## src/rtl/core_csr_pkg.sv

```systemverilog
// core_csr_pkg: CSR register indices, WDT state encoding and WDT_CTRL bit positions
package core_csr_pkg;
  localparam logic [1:0] CSR_NCACHE_BASE = 2'd0;
  localparam logic [1:0] CSR_NCACHE_MASK = 2'd1;
  localparam logic [1:0] CSR_WDT_CTRL    = 2'd2;
  localparam logic [1:0] CSR_WDT_LOAD    = 2'd3;
  localparam int CTRL_EN_BIT  = 0;
  localparam int CTRL_IRQ_BIT = 1;
  typedef enum logic [1:0] {
    WDT_IDLE   = 2'd0,
    WDT_RUN    = 2'd1,
    WDT_WARN   = 2'd2,
    WDT_EXPIRE = 2'd3
  } wdt_state_e;
endpackage

```

## src/rtl/core_csr_ctrl_if.sv

```systemverilog
// core_csr_ctrl_if: single-beat CSR request/response bus
interface core_csr_ctrl_if;
  logic        csr_req_val;
  logic        csr_req_rdy;
  logic        csr_req_we;
  logic [1:0]  csr_req_addr;
  logic [31:0] csr_req_wdata;
  logic        csr_resp_val;
  logic [31:0] csr_resp_rdata;
  modport master (
    output csr_req_val, csr_req_we, csr_req_addr, csr_req_wdata,
    input  csr_req_rdy, csr_resp_val, csr_resp_rdata
  );
  modport slave (
    input  csr_req_val, csr_req_we, csr_req_addr, csr_req_wdata,
    output csr_req_rdy, csr_resp_val, csr_resp_rdata
  );
endinterface

```

## src/rtl/core_wdt.sv

```systemverilog
// core_wdt: watchdog FSM with reload counter, warning irq and expiry reset request
module core_wdt
  import core_csr_pkg::*;
#(
  parameter int TIMER_W = 16
) (
  input  logic               clk,
  input  logic               rst,
  input  logic               en_i,
  input  logic               kick_i,
  input  logic               irq_clr_i,
  input  logic [TIMER_W-1:0] load_i,
  output wdt_state_e         state_o,
  output logic [TIMER_W-1:0] cnt_o,
  output logic               irq_o,
  output logic               rst_req_o
);
  wdt_state_e         state_q, state_d;
  logic [TIMER_W-1:0] cnt_q, cnt_d;
  logic               irq_q, irq_d, irq_set, rst_req_q;
  // Disable beats kick, kick beats expiry; EXPIRE is terminal until reset
  always_comb begin
    state_d = state_q;
    cnt_d   = cnt_q;
    irq_set = 1'b0;
    case (state_q)
      WDT_IDLE: if (en_i) begin
        state_d = WDT_RUN;
        cnt_d   = load_i;
      end
      WDT_RUN: if (!en_i) state_d = WDT_IDLE;
      else if (kick_i) cnt_d = load_i;
      else if (cnt_q == '0) begin
        state_d = WDT_WARN;
        cnt_d   = load_i;
        irq_set = 1'b1;
      end else cnt_d = cnt_q - TIMER_W'(1);
      WDT_WARN: if (!en_i) state_d = WDT_IDLE;
      else if (kick_i) begin
        state_d = WDT_RUN;
        cnt_d   = load_i;
      end else if (cnt_q == '0) state_d = WDT_EXPIRE;
      else cnt_d = cnt_q - TIMER_W'(1);
      default: ;
    endcase
    irq_d = irq_set | (irq_q & ~irq_clr_i);
  end
  always_ff @(posedge clk) begin
    if (rst) begin
      state_q   <= WDT_IDLE;
      cnt_q     <= '0;
      irq_q     <= 1'b0;
      rst_req_q <= 1'b0;
    end else begin
      state_q   <= state_d;
      cnt_q     <= cnt_d;
      irq_q     <= irq_d;
      rst_req_q <= state_d == WDT_EXPIRE;
    end
  end
  assign state_o   = state_q;
  assign cnt_o     = cnt_q;
  assign irq_o     = irq_q;
  assign rst_req_o = rst_req_q;
endmodule

```

## src/rtl/core_csr_ctrl.sv

```systemverilog
// core_csr_ctrl: CSR handshake, register decode, non-cacheable window and watchdog control
module core_csr_ctrl
  import core_csr_pkg::*;
#(
  parameter logic [31:0]        NCACHE_BASE_RST = 32'h8000_0000,
  parameter logic [31:0]        NCACHE_MASK_RST = 32'hF000_0000,
  parameter int                 TIMER_W         = 16,
  parameter logic [TIMER_W-1:0] WDT_LOAD_RST    = {TIMER_W{1'b1}}
) (
  input  logic                  clk,
  input  logic                  rst,
  core_csr_ctrl_if.slave        csr,
  input  logic                  wdt_kick,
  output logic [31:0]           ncache_base,
  output logic [31:0]           ncache_mask,
  output logic                  wdt_irq,
  output logic                  wdt_rst_req
);
  logic               rdy_q, resp_val_q, en_q, en_d;
  logic [31:0]        rdata_q, rdata_d, base_q, base_d, mask_q, mask_d, rd;
  logic [TIMER_W-1:0] load_q, load_d, cnt;
  logic               acc, wr, expired, kick, irq_clr;
  wdt_state_e         wdt_state;
  assign acc     = csr.csr_req_val & rdy_q;
  assign wr      = acc & csr.csr_req_we;
  assign expired = wdt_state == WDT_EXPIRE;
  // The WDT sees the write-updated en/load so a write takes effect in its own cycle
  always_comb begin
    base_d  = (wr && csr.csr_req_addr == CSR_NCACHE_BASE) ? csr.csr_req_wdata : base_q;
    mask_d  = (wr && csr.csr_req_addr == CSR_NCACHE_MASK) ? csr.csr_req_wdata : mask_q;
    en_d    = (wr && !expired && csr.csr_req_addr == CSR_WDT_CTRL) ? csr.csr_req_wdata[CTRL_EN_BIT] : en_q;
    load_d  = (wr && !expired && csr.csr_req_addr == CSR_WDT_LOAD) ? csr.csr_req_wdata[TIMER_W-1:0] : load_q;
    kick    = wdt_kick | (wr && csr.csr_req_addr == CSR_WDT_LOAD);
    irq_clr = wr && csr.csr_req_addr == CSR_WDT_CTRL && csr.csr_req_wdata[CTRL_IRQ_BIT];
    rd      = csr.csr_req_addr == CSR_NCACHE_BASE ? base_q :
              csr.csr_req_addr == CSR_NCACHE_MASK ? mask_q :
              csr.csr_req_addr == CSR_WDT_CTRL    ? {28'd0, wdt_state, wdt_irq, en_q} :
              32'(cnt);
    rdata_d = (acc && !csr.csr_req_we) ? rd : '0;
  end
  always_ff @(posedge clk) begin
    if (rst) begin
      rdy_q      <= 1'b0;
      resp_val_q <= 1'b0;
      rdata_q    <= '0;
      base_q     <= NCACHE_BASE_RST;
      mask_q     <= NCACHE_MASK_RST;
      en_q       <= 1'b0;
      load_q     <= WDT_LOAD_RST;
    end else begin
      rdy_q      <= 1'b1;
      resp_val_q <= acc;
      rdata_q    <= rdata_d;
      base_q     <= base_d;
      mask_q     <= mask_d;
      en_q       <= en_d;
      load_q     <= load_d;
    end
  end
  core_wdt #(.TIMER_W(TIMER_W)) u_wdt (
    .clk       (clk),
    .rst       (rst),
    .en_i      (en_d),
    .kick_i    (kick),
    .irq_clr_i (irq_clr),
    .load_i    (load_d),
    .state_o   (wdt_state),
    .cnt_o     (cnt),
    .irq_o     (wdt_irq),
    .rst_req_o (wdt_rst_req)
  );
  assign csr.csr_req_rdy    = rdy_q;
  assign csr.csr_resp_val   = resp_val_q;
  assign csr.csr_resp_rdata = rdata_q;
  assign ncache_base        = base_q;
  assign ncache_mask        = mask_q;
endmodule

```

## src/flat_wrapper.sv

```systemverilog
// flat-port wrapper written by rule: the top's interface ports become plain ports
module core_csr_ctrl_flat import core_csr_pkg::*;
#(
  parameter logic [31:0]        NCACHE_BASE_RST = 32'h8000_0000,
  parameter logic [31:0]        NCACHE_MASK_RST = 32'hF000_0000,
  parameter int                 TIMER_W         = 16,
  parameter logic [TIMER_W-1:0] WDT_LOAD_RST    = {TIMER_W{1'b1}}
)
  (clk, rst, wdt_kick, ncache_base, ncache_mask, wdt_irq, wdt_rst_req, csr_csr_req_val, csr_csr_req_we, csr_csr_req_addr, csr_csr_req_wdata, csr_csr_req_rdy, csr_csr_resp_val, csr_csr_resp_rdata);
  core_csr_ctrl_if csr_i ();
  input  logic clk;
  input  logic rst;
  input  logic wdt_kick;
  output logic [31:0] ncache_base;
  output logic [31:0] ncache_mask;
  output logic wdt_irq;
  output logic wdt_rst_req;
  input wire logic [$bits(csr_i.csr_req_val)-1:0] csr_csr_req_val;
  input wire logic [$bits(csr_i.csr_req_we)-1:0] csr_csr_req_we;
  input wire logic [$bits(csr_i.csr_req_addr)-1:0] csr_csr_req_addr;
  input wire logic [$bits(csr_i.csr_req_wdata)-1:0] csr_csr_req_wdata;
  output wire logic [$bits(csr_i.csr_req_rdy)-1:0] csr_csr_req_rdy;
  output wire logic [$bits(csr_i.csr_resp_val)-1:0] csr_csr_resp_val;
  output wire logic [$bits(csr_i.csr_resp_rdata)-1:0] csr_csr_resp_rdata;
  assign csr_i.csr_req_val = csr_csr_req_val;
  assign csr_i.csr_req_we = csr_csr_req_we;
  assign csr_i.csr_req_addr = csr_csr_req_addr;
  assign csr_i.csr_req_wdata = csr_csr_req_wdata;
  assign csr_csr_req_rdy = csr_i.csr_req_rdy;
  assign csr_csr_resp_val = csr_i.csr_resp_val;
  assign csr_csr_resp_rdata = csr_i.csr_resp_rdata;
  core_csr_ctrl #(.NCACHE_BASE_RST(NCACHE_BASE_RST), .NCACHE_MASK_RST(NCACHE_MASK_RST), .TIMER_W(TIMER_W), .WDT_LOAD_RST(WDT_LOAD_RST)) u_core (.clk(clk), .rst(rst), .csr(csr_i), .wdt_kick(wdt_kick), .ncache_base(ncache_base), .ncache_mask(ncache_mask), .wdt_irq(wdt_irq), .wdt_rst_req(wdt_rst_req));
endmodule
```

## config.mk

```make
export PLATFORM = sky130hd
export DESIGN_NAME = core_csr_ctrl_flat
export DESIGN_NICKNAME = d
export VERILOG_FILES = /design/src/rtl/core_csr_pkg.sv /design/src/rtl/core_csr_ctrl_if.sv /design/src/rtl/core_wdt.sv /design/src/rtl/core_csr_ctrl.sv /design/src/flat_wrapper.sv
export SDC_FILE = /design/constraint.sdc
export NUM_CORES = 1
export LEC_CHECK = 0
export ABC_AREA = 1
export CORE_ASPECT_RATIO = 1.75
export CORE_MARGIN = 2
export CORE_UTILIZATION = 45
export CTS_CLUSTER_SIZE = 40
export DETAILED_ROUTE_END_ITERATION = 12
export DONT_BUFFER_PORTS = 1
export SYNTH_ARGS = -nofsm -noshare
export SYNTH_HDL_FRONTEND = slang
export SYNTH_SLANG_ARGS = --single-unit
```

## constraint.sdc

```tcl
create_clock -name clk -period 2.65 [get_ports clk]
set_input_delay 0.53 -clock clk [delete_from_list [all_inputs] [get_ports clk]]
set_output_delay 0.53 -clock clk [all_outputs]
set_load 0.01 [all_outputs]
```

==> reports/metrics.yaml <==
status: "completed"
h-tree-depth: 4
finalSetupViolations: 0
ant_nets: 0
root_buffer: "clkbuf_16"
fmax_mhz: 466.1
cts_setup_buffers: 0
overflow: 0
dr.pass1.iters: 5
rsz0062_at_grt: "no"
cts.sink_count: 135
grt_max_degree: 54
critPathLaunchType: "flop"
fp-row-count: 55
globalplace.congestion: 0.8972
diodes: 0
cts_tree: "done"
post_cts_resized: 0
fin_area_um2: 6636
slew_violations: 0
cpMaxStageDelayCell: "nor2_4"
synth_top_family_by_area: "simple AND/OR/NAND/NOR gates"
hold_slack_ns: 0.1821
synth_nets: 851
seq_area_frac_synth_pct: 45.86
synth.area.mux_share_pct: 0
arrival_ns: 2.49
grt_pass1_wl_um: 25510
r2r_cells: 8
cts.reportedPaths.clkPinSlew_ns: 0.06
async_reset_ff_share_pct: 0
finalHoldViolations: 0
synth_ff_type: "dfxtp_1"
pin_count: 139
start_util_pct: 45.79
synth.yosys.warnings: 0
worst_pin_slew_ns: 0.7839
placed_cell_area_um2: 5976
crit_chain: "inv_1, ha_1, nor3_1, o21ai_2, nor2_4, buf_4, o21ai_1, nor2_1"
endpoint_kind: "flop"
critPathKind: "flop to flop"
timing.rr.start: "u_core.u_wdt.state_o[1]"
die_area_um2: 14060
fin_tns_setup_ns: 0
syn-cell-area_um2: 5893
first_global_vias: 4876
core_area_um2: 12870
drive_gt1_share_pct: 9.553
antenna_found_initial: 0
cp_max_fo: 31
max-cap-violations: 0
die_h_um: 155.4
portBuffers: 0
synth-simple-area-share_pct: 24.71
power.density_nw_per_um2: 789.1
wire_per_inst_um: 16.47
synth_cell_types: 35
period_share_pct: 80.96
hold_class: "primary input to flop"
viasPerCell: 5.198
drc: 0
synth_fa_ha_area_share_pct: 1.274
grt_use_total_pct: 23.04
clk_path_buf_depth: 2
synth_cells: 806
dpl.hpwl_um: 11490
drt_iter0_markers: 308
cts_hold_buffers: 0
regToRegSetupSlack_ns: 0.50
nets: 838
fin_skew_ns: 0.009457
synthXorXnorAreaFrac_pct: 1.635
area_delta_synth_final_pct: 12.61
vias: 5078
p_leak_nw: 3.087
synth_edf_count: 0
cp_data_required_time_ns: 3.00
startpoint: "u_core.u_wdt.state_o[1]"
peakVddDrop_mv: 0.3908
cp-endpoint: "u_core.u_wdt.cnt_o[9]"
critPathMaxStageDelay_ns: 0.52
die_w_um: 90.51
synth_compound_area_share_pct: 16.82
worstSkewPairLatency_ns: 0.41
wl_um: 16090
cts_buffers: 17
ys_seq_elements: 135
slew_headroom_pct: 47.68
syn_avg_cell_area_um2: 7.312
period_needed_ns: 2.145
r2r-end: "u_core.u_wdt.cnt_o[9]"
-- final cells by class --
cell class	count	area, µm²
Fill cell	1307	6232
Sequential cell	135	2703
Multi-Input combinational cell	534	2624
Clock buffer	19	442.9
Inverter	98	370.4
Clock inverter	13	217.7
Tap cell	171	214.0
Timing Repair Buffer	7	65.06
-- registers in the layout, summed over array words and instances, names as in the netlist --
| name | cells |
|---|---|
| u_core.csr.csr_req_rdy | 1 |
| u_core.csr.csr_resp_rdata | 32 |
| u_core.csr.csr_resp_val | 1 |
| u_core.en_q | 1 |
| u_core.load_q | 16 |
| u_core.ncache_base | 32 |
| u_core.ncache_mask | 32 |
| u_core.u_wdt.cnt_o | 16 |
| u_core.u_wdt.irq_o | 1 |
| u_core.u_wdt.rst_req_o | 1 |
| u_core.u_wdt.state_o | 2 |
-- cells in the final DEF, fill, tap and decap left out, types with 5 or more instances in the layout --
master	Yosys	layout
ha_1	6	6
inv_1	93	92
buf_4	0	6
nor2_2	5	5
o21ai_1	25	25
nand3_1	26	26
nand2_1	162	162
a21oi_1	49	49
o21ai_0	86	86
dfxtp_1	135	135
nor2_1	107	107
or2_2	10	10
nand2_2	5	5
xor2_1	10	10
o211ai_1	12	12
clkbuf_16	0	17
inv_2	4	5
bufinv_16	0	5
-- report_power, final --
part           leakage (nW)  total, mW  internal [mW]  switching, mW
registers              1.09       2.14           2.08         0.0618
clock network         0.315       2.63           1.71          0.918
logic                  1.68      0.466          0.148          0.317
total                  3.09       5.24           3.94           1.30
-- metrics by stage --
stage                     total power, mW  util [%]  setup WS (ns)  instances
after floorplan                     2.542         -         0.9626        806
after CTS                           5.278     51.57         0.4929        977
after global placement              2.642     46.44         0.5768        945
after global routing                5.425     51.57         0.2786        977
final                               5.237     51.57         0.5045        977
after detailed placement            2.648     46.44         0.5215        945
-- cell families after synthesis --
logic type | after synthesis
buffers and inverters | 137
adders and majority gates | 6
xor gates and xnor gates | 11
DFF | 135
and+or+nand+nor | 333
AOI/OAI and AO/OA | 184
-- worst min-delay path by stage --
stage,from,to,slack (ns),cells past startpoint
3_3_place_gp,u_core.ncache_base[24],u_core.ncache_base[24],0.50,2
5_1_grt,rst,u_core.csr.csr_resp_val,0.17,1
2_1_floorplan,u_core.ncache_base[18],u_core.ncache_base[18],0.48,2
6_report,rst,u_core.en_q,0.18,1
3_5_place_dp,u_core.ncache_base[23],u_core.ncache_base[23],0.50,2
4_1_cts,rst,u_core.en_q,0.17,1
-- synth_stat cells (6+ instances only) --
library cell,n,share of area (%)
nand2_1,162,10
dfxtp_1,135,46
nor2_1,107,6.8
inv_1,93,5.9
o21ai_0,86,7.3
a21oi_1,49,4.2
nand3_1,26,2.2
o21ai_1,25,2.1
clkbuf_1,24,1.5
o211ai_1,12,1.5
or2_2,10,1.1
xor2_1,10,1.5
buf_2,8,0.68
buf_6,6,1.1
ha_1,6,1.3
-- critical path, delay by kind of cell (launching register included) --
kind	cells	cell delay, ns
DFF	1	0.42
AOI/OAI and AO/OA	2	0.17
buffers and inverters	2	0.36
and+or+nand+nor	3	0.85
adders and majority gates	1	0.28
-- layer usage --
layer	vias up	global-route usage, %	share of wire (%)
met5	-	0	0
met4	0	10.26	3.6
met3	29	5.956	5.9
met2	166	43.21	53
met1	2338	23.75	37
li1	2545	-	-
Note: power is estimated with default switching activity, not from simulation.
